$ cat config.mk
export PLATFORM = sky130hd
export DESIGN_NAME = fnd_stopwatch_ctrl
export DESIGN_NICKNAME = d
export VERILOG_FILES = /design/src/rtl/fnd_stopwatch_ctrl.sv
export SDC_FILE = /design/constraint.sdc
export NUM_CORES = 1
export LEC_CHECK = 0
export CELL_PAD_IN_SITES_DETAIL_PLACEMENT = 0
export CELL_PAD_IN_SITES_GLOBAL_PLACEMENT = 1
export CORE_AREA = 2 2 75 77
export DETAILED_ROUTE_END_ITERATION = 7
export DIE_AREA = 0 0 77 79
export MAX_ROUTING_LAYER = met4
export PLACE_DENSITY_LB_ADDON = 0.15
export SYNTH_ARGS = -nofsm -noshare
export SYNTH_HDL_FRONTEND = slang
export SYNTH_SLANG_ARGS = --single-unit
export TNS_END_PERCENT = 20
$ cat constraint.sdc
create_clock -name i_clk -period 4.7 [get_ports i_clk]
set_input_delay 0.94 -clock i_clk [delete_from_list [all_inputs] [get_ports i_clk]]
set_output_delay 0.94 -clock i_clk [all_outputs]
set_load 0.01 [all_outputs]
$ cat src/rtl/fnd_stopwatch_ctrl.sv
// Run/pause/clear stopwatch controller for the 4-digit FND count path.
// Optional lap hold on the displayed value: define FND_STOPWATCH_LAP_EN.
module fnd_stopwatch_ctrl #(
    parameter int unsigned TICK_DIV  = 10_000_000,
    parameter int unsigned MAX_COUNT = 9999
) (
    input  logic        i_clk,
    input  logic        i_reset,
    input  logic        i_btnRunStop,
    input  logic        i_btnClear,
`ifdef FND_STOPWATCH_LAP_EN
    input  logic        i_btnLap,
`endif
    output logic [13:0] o_value,
    output logic        o_running,
    output logic        o_tick,
    output logic        o_wrap
);

    localparam int unsigned VAL_W = 14;
    localparam int unsigned PRE_W = $clog2(TICK_DIV);
    localparam logic [PRE_W-1:0] PRE_LAST = PRE_W'(TICK_DIV - 1);
    localparam logic [VAL_W-1:0] VAL_MAX  = VAL_W'(MAX_COUNT);

    typedef enum logic [1:0] {
        IDLE  = 2'd0,
        RUN   = 2'd1,
        PAUSE = 2'd2,
        CLEAR = 2'd3
    } state_t;

    state_t           state;
    state_t           state_next;
    logic             prev_run;
    logic             prev_clr;
    logic             run_edge_c;
    logic             clr_edge_c;
    logic [PRE_W-1:0] presc;
    logic [PRE_W-1:0] presc_next;
    logic [VAL_W-1:0] count;
    logic [VAL_W-1:0] count_next;
    logic             tick_next;
    logic             wrap_next;
    logic [VAL_W-1:0] disp_next;

    assign run_edge_c = i_btnRunStop & ~prev_run;
    assign clr_edge_c = i_btnClear & ~prev_clr;

`ifdef FND_STOPWATCH_LAP_EN
    logic             prev_lap;
    logic             lap_edge_c;
    logic             lap_hold;
    logic             lap_hold_next;
    logic [VAL_W-1:0] lap_val;
    logic [VAL_W-1:0] lap_val_next;

    assign lap_edge_c = i_btnLap & ~prev_lap;

    // Lap toggles only while running; any exit from RUN drops the hold.
    always_comb begin
        lap_hold_next = lap_hold;
        lap_val_next  = lap_val;
        if (state == RUN && lap_edge_c) begin
            lap_hold_next = ~lap_hold;
            lap_val_next  = count;
        end
        if (state_next != RUN) begin
            lap_hold_next = 1'b0;
        end
        disp_next = lap_hold_next ? lap_val_next : count_next;
    end

    always_ff @(posedge i_clk) begin
        if (i_reset) begin
            prev_lap <= i_btnLap;
            lap_hold <= 1'b0;
            lap_val  <= '0;
        end else begin
            prev_lap <= i_btnLap;
            lap_hold <= lap_hold_next;
            lap_val  <= lap_val_next;
        end
    end
`else
    assign disp_next = count_next;
`endif

    always_ff @(posedge i_clk) begin
        if (i_reset) begin
            state <= IDLE;
        end else begin
            state <= state_next;
        end
    end

    // Next state and count datapath; a clear edge outranks everything.
    always_comb begin
        state_next = state;
        presc_next = presc;
        count_next = count;
        tick_next  = 1'b0;
        wrap_next  = 1'b0;
        case (state)
            IDLE: begin
                if (clr_edge_c) begin
                    state_next = CLEAR;
                end else if (run_edge_c) begin
                    state_next = RUN;
                end
            end
            RUN: begin
                if (clr_edge_c) begin
                    state_next = CLEAR;
                    presc_next = '0;
                    count_next = '0;
                end else begin
                    if (presc == PRE_LAST) begin
                        presc_next = '0;
                        tick_next  = 1'b1;
                        if (count == VAL_MAX) begin
                            count_next = '0;
                            wrap_next  = 1'b1;
                        end else begin
                            count_next = count + VAL_W'(1);
                        end
                    end else begin
                        presc_next = presc + PRE_W'(1);
                    end
                    if (run_edge_c) begin
                        state_next = PAUSE;
                    end
                end
            end
            PAUSE: begin
                if (clr_edge_c) begin
                    state_next = CLEAR;
                    presc_next = '0;
                    count_next = '0;
                end else if (run_edge_c) begin
                    state_next = RUN;
                end
            end
            CLEAR: begin
                state_next = IDLE;
                presc_next = '0;
                count_next = '0;
            end
            default: begin
                state_next = IDLE;
            end
        endcase
    end

    // Button history loads the live level in reset so a held button never fires.
    always_ff @(posedge i_clk) begin
        if (i_reset) begin
            prev_run  <= i_btnRunStop;
            prev_clr  <= i_btnClear;
            presc     <= '0;
            count     <= '0;
            o_value   <= '0;
            o_running <= 1'b0;
            o_tick    <= 1'b0;
            o_wrap    <= 1'b0;
        end else begin
            prev_run  <= i_btnRunStop;
            prev_clr  <= i_btnClear;
            presc     <= presc_next;
            count     <= count_next;
            o_value   <= disp_next;
            o_running <= (state == RUN);
            o_tick    <= tick_next;
            o_wrap    <= wrap_next;
        end
    end

endmodule

==> impl_metrics.tcl, run 1 <==
set metrics [dict create \
    status "finished, final reports clean" \
    slowest_stage "nor3_2" \
    startpoint_type "input port" \
    syn_to_final_growth_pct 17.1 \
    endpoint_kind "flip-flop" \
    post_cts_buffers 0 \
    synth_nets 298 \
    dieArea_sq_um 6080 \
    cp.arrival_ns 2.97 \
    ys.flop_type "dfxtp_1" \
    routed_wl_mm 5.80 \
    fp.dieH_um 79 \
    ys_seq_elements 45 \
    clkTransAtPathRegs_ns 0.09 \
    setup_violations 0 \
    track_usage 0.207 \
    rows 27 \
    synth_area_per_cell_sq_um 8.00 \
    worstPathRequired_ns 4.93 \
    cts_buffers 5 \
    crit_fanout 12 \
    synthTopCellsByArea "dfxtp_1 (39%), nand2_1 (5.9%), nand3_1 (5.1%)" \
    synth_top_area_share 0.385 \
    synth_common_cells "dfxtp_1 (45), nand2_1 (37), nand3_1 (24), nor2_1 (23), a21oi_1 (19)" \
    post-dp-hpwl_mm 3.97 \
    ios 21 \
    gp_congestion 0.780 \
    power.density_nw_per_um2 277 \
    htreeDepth 2 \
    drt_iter0_markers 127 \
    maxSlewViolCount 0 \
    synth_edf_count 0 \
    grt_pass1_wl_mm 9.89 \
    diodes 0 \
    antenna_found_initial 0 \
    netlist_area_sq_um 2340 \
    cts_tree "built" \
    dp_slack_ns 1.64 \
    core_area_sq_um 5340 \
    fin_util 0.513 \
    ctsHoldBuffers 0 \
    io_buffer_count 20 \
    finalCritPeriodShare 0.582 \
    synth-async-reset-ratio 0 \
    synth_seq_area_share 0.385 \
    setup_ws_ns 1.96 \
    ctsResizeCount 0 \
    gr-total-overflow 0 \
    total_power_mw 0.759 \
    clk_latency_ns 0.30 \
    irDropWorstVdd_uv 136 \
    grt_start_max_net_pins 40 \
    crit_chain "clkdlybuf4s50_1 > nand2b_1 > nand2b_1 > nor3_2 > or3b_1 > a31oi_1" \
    wl_per_cell_um 15.1 \
    hold_class "flip-flop to flip-flop" \
    fin_skew_ns 0.00285 \
    dr.pass1.iters 4 \
    initial_utilization 0.438 \
    cts-root-buf "clkbuf_8" \
    max_stage_delay_ns 0.68 \
    drt-vias-per-instance 5.93 \
    ant_nets 0 \
    crit_top_cell "nand2b_1" \
    rsz0062_at_grt "false" \
    vias 2276 \
    relSlewSlack 0.426 \
    drc 0 \
    hold_viol 0 \
    power.leakage_nw 0.890 \
    layout.nets 317 \
    worst_pin_slew_ns 0.857 \
    layout_min_cycle_time_ns 2.74 \
    final_layout_size_suffix_gt1_frac 0.0577 \
    worst-setup-path-type "input port to flip-flop" \
    synthDistinctLibCells 54 \
    synth.most_common_cell "dfxtp_1" \
    final.setup.tns_ns 0 \
    fmax_mhz 365 \
    numClockSinks 45 \
    ys_warn_count 0 \
    maxCapViolCount 0 \
    syn_inst 292 \
    clockBufferDepth 2 \
    grt_pass1_vias 2049 \
    chipWidth_um 77 \
    yosys.area.top_type "dfxtp_1" \
]
==> where the power goes <==
| part | internal, mW | switching (mW) |
|---|---|---|
| Clock | 0.173 | 0.140 |
| Combinational | 0.0175 | 0.0384 |
| Sequential | 0.385 | 0.00443 |
==> layout make-up <==
type | instances | area (sq um)
Clock inverter | 2 | 37.5
Inverter | 7 | 26.3
Sequential cell | 45 | 901
Clock buffer | 6 | 82.6
Multi-Input combinational cell | 229 | 1380
Tap cell | 72 | 90.1
Fill cell | 551 | 2600
Timing Repair Buffer | 23 | 223
==> path summary, 6_finish.rpt <==
path | from | end | slack [ns] | cells after the start
setup / recovery | i_btnClear | count[7] | 1.96 | 6
hold / removal | presc[22] | presc[22] | 0.49 | 1
setup reg to reg | presc[0] | count[7] | 2.07 | 6
hold reg to reg | presc[22] | presc[22] | 0.49 | 1
==> logic make-up after synthesis <==
logic type / Yosys count / share of synthesized area
DFF: 45 / 0.385
adders and majority gates: 2 / 0.0107
and+or+nand+nor: 149 / 0.349
xor gates and xnor gates: 2 / 0.00750
buffers and inverters: 18 / 0.0311
muxes: 1 / 0.00428
AOI/OAI and AO/OA: 75 / 0.213
==> per-stage QoR <==
stage          std cells  hold slack [ns]  cell area, sq um
2_1_floorplan        292            0.443              2340
3_3_place_gp         376            0.468              2620
3_5_place_dp         376            0.471              2620
4_1_cts              384            0.490              2740
5_1_grt              384            0.504              2740
6_report             384            0.490              2740
==> cells in the final DEF (no fill, tap or decap), types with 8 or more instances in the layout <==
cell,Yosys,final
nand3_1,24,24
clkdlybuf4s50_1,0,20
and3_1,9,9
nor2_1,23,23
a31oi_1,18,18
nor3_1,8,8
dfxtp_1,45,45
nand2_1,37,37
a21oi_1,19,19
nand4_1,10,10
==> metal layers <==
metal  part of all wire  global-route usage  wire, um  up-vias
met5                  0                   -         0        -
met2               0.50               0.354      2870       27
met4              0.019              0.0804       108        0
met1               0.46               0.244      2670     1095
met3              0.025              0.0364       144        8
li1                   -                   -         -     1146
==> critical path, delay by kind of cell <==
| kind | cells | cell delay [ns] |
|---|---|---|
| AO/OA/AOI/OAI | 1 | 0.18 |
| buffers and inverters | 1 | 0.44 |
| AND/OR/NAND/NOR | 4 | 1.41 |
==> registers in the layout (all words and copies together) (netlist names) <==
register / flops
prev_clr: 1
o_running: 1
presc: 24
o_tick: 1
state: 2
o_wrap: 1
count: 14
prev_run: 1
No activity file was read; power rests on OpenSTA's default activity.
==> run 2: changes to the inputs <==
CORE_AREA = 2 2 82 84   (was 2 2 75 77)
DIE_AREA = 0 0 84 86   (was 0 0 77 79)
clock period = 2.2 ns   (was 4.7 ns; I/O delays follow)
==> run 2 against run 1 <==
Routed wire length increased by 3.0%. Power rose by 96%. Non-clock buffer count up 19. Cell count increased by 6.0%. Die area rose by 19%. Setup slack lost 1.8 ns. Clock power up 66%. Design area is 4.8% higher. First-iteration DRC count decreased by 44%. Clock skew rose by 0.0062 ns. Critical path depth grew 3. Sequential power grew 110%.
==> impl_metrics.tcl, run 2 (synthesis gave the netlist of run 1 again) <==
set metrics [dict create \
    gp_congestion 0.821 \
    final.setup.tns_ns 0 \
    cts-root-buf "clkbuf_8" \
    wirelength_met1_mm 2.79 \
    maxUsedRoutingLayer "met4" \
    startpoint_type "flip-flop" \
    vias 2278 \
    stdcell_area_sq_um 2870 \
    numClockSinks 45 \
    cp.arrival_ns 2.23 \
    rr_worst_depth 9 \
    diodes 0 \
    fmax_mhz 487 \
    fill_cells 642 \
    maxCapViolCount 0 \
    fp.dieH_um 86 \
    seq_area_sq_um 902 \
    initial_utilization 0.372 \
    fin_skew_ns 0.00900 \
    dr_wl_met2_mm 3.01 \
    r2r_start "presc[1]" \
    power.density_nw_per_um2 519 \
    worstPathRequired_ns 2.37 \
    cts_tree "built" \
    clkTransAtPathRegs_ns 0.08 \
    ant_nets 0 \
    drt-vias-per-instance 5.60 \
    finalCritPeriodShare 0.934 \
    layout.nets 336 \
    hold_class "flip-flop to flip-flop" \
    grt_pass1_vias 2155 \
    rsz0062_at_grt "false" \
    cts_buffers 5 \
    track_usage 0.173 \
    syn_to_final_growth_pct 22.7 \
    ios 21 \
    hold_viol 0 \
    final_layout_size_suffix_gt1_frac 0.112 \
    power.leakage_nw 0.971 \
    drt_iter0_markers 71 \
    post_cts_buffers 0 \
    rows 29 \
    post-dp-hpwl_mm 4.26 \
    setup_violations 0 \
    top_regs "presc: 24 flops, count: 14 flops, state: 2 flops" \
    layout_min_cycle_time_ns 2.05 \
    status "finished, final reports clean" \
    fin_util 0.457 \
    hold-path-endpoint "presc[20]" \
    clk_latency_ns 0.29 \
    worstReg2RegEnd "presc[17]" \
    crit_fanout 39 \
    top_register "presc" \
    chipWidth_um 84 \
    antenna_found_initial 0 \
    drc 0 \
    irDropWorstVdd_uv 225 \
    maxSlewViolCount 0 \
    clockBufferDepth 2 \
    multiInputGateArea_sq_um 1380 \
    r2r_slack_ns 0.15 \
    grt_pass1_wl_mm 10.0 \
    hp-start "presc[20]" \
    worst_pin_slew_ns 0.515 \
    whs_path_depth 1 \
    gr-total-overflow 0 \
    io_buffer_count 20 \
    routed_wl_mm 5.97 \
    core_area_sq_um 6280 \
    relSlewSlack 0.654 \
    dpl_cell_area_sq_um 2780 \
    dr.pass1.iters 4 \
    timing.hold.ws_ns 0.486 \
    largest_reg_flops 24 \
    final_cell_mix "dfxtp_1 (44), nand2_1 (37), nand3_1 (24)" \
    ctsHoldBuffers 0 \
    dieArea_sq_um 7220 \
    final_common_cell "dfxtp_1" \
    grt_start_max_net_pins 40 \
    wl_per_cell_um 14.7 \
    htreeDepth 2 \
    worst-setup-path-type "flip-flop to flip-flop" \
    met3_length_um 137 \
    endpoint_kind "flip-flop" \
]
[run 2: changes by cell type in the layout (fill, tap and decap cells not counted)]
cell        delta
buf_4         +18
buf_12         +1
bufinv_16      -1
clkbuf_1       +1
clkinvlp_4     -1
dfxtp_1        -1
dfxtp_2        +1
ha_1           -1
ha_2           +1
[run 2: how the worst max path moves through the flow]
stage / from / to / cells past startpoint
floorplan: presc[0] / count[7] / 6
global placement: i_btnClear / presc[18] / 7
CTS: presc[1] / presc[17] / 9
global route: presc[1] / presc[21] / 9
detailed placement: i_btnClear / presc[18] / 7
finish: presc[1] / presc[17] / 9
[run 2: area by class of cell]
cell class,count,share of cell area
multi-input combinational,229,0.481
clock buffer,7,0.0301
sequential,45,0.315
tap,77,0.0336
inverter,7,0.00916
timing repair buffer,42,0.132
[run 2: repair_timing]
item                                    in CTS  in global routing
endpoints found under the setup margin       0                  6
gates resized for setup                      0                  2
hold endpoints to repair                     0                  0
[run 2: through the flow]
step | worst slack, ns | std cells | power, mW
2_1_floorplan | 0.205 | 292 | 0.930
3_3_place_gp | 0.0747 | 400 | 0.988
3_5_place_dp | 0.0385 | 400 | 0.988
4_1_cts | 0.0641 | 407 | 1.51
5_1_grt | 0.0239 | 407 | 1.56
6_report | 0.146 | 407 | 1.49
[run 2: power by group]
group	switching, mW	total (mW)	internal (mW)
Sequential	0.00840	0.831	0.823
Clock	0.271	0.521	0.250
Combinational	0.0859	0.137	0.0509
Total	0.365	1.49	1.12
[run 2: layer usage]
layer	vias up	GRT usage
met2	27	0.316
met3	2	0.0308
met1	1070	0.193
li1	1179	-
met4	0	0.0557
met5	-	-
[run 2: worst max-delay path, stage by stage (launching register included)]
cell and delay (ns):
dfxtp_2 0.37, ha_2 0.23, nand3_4 0.08, buf_4 0.17
nor4_2 0.23, buf_4 0.18, a211oi_4 0.06, buf_12 0.18
and3_1 0.17, a221o_1 0.26
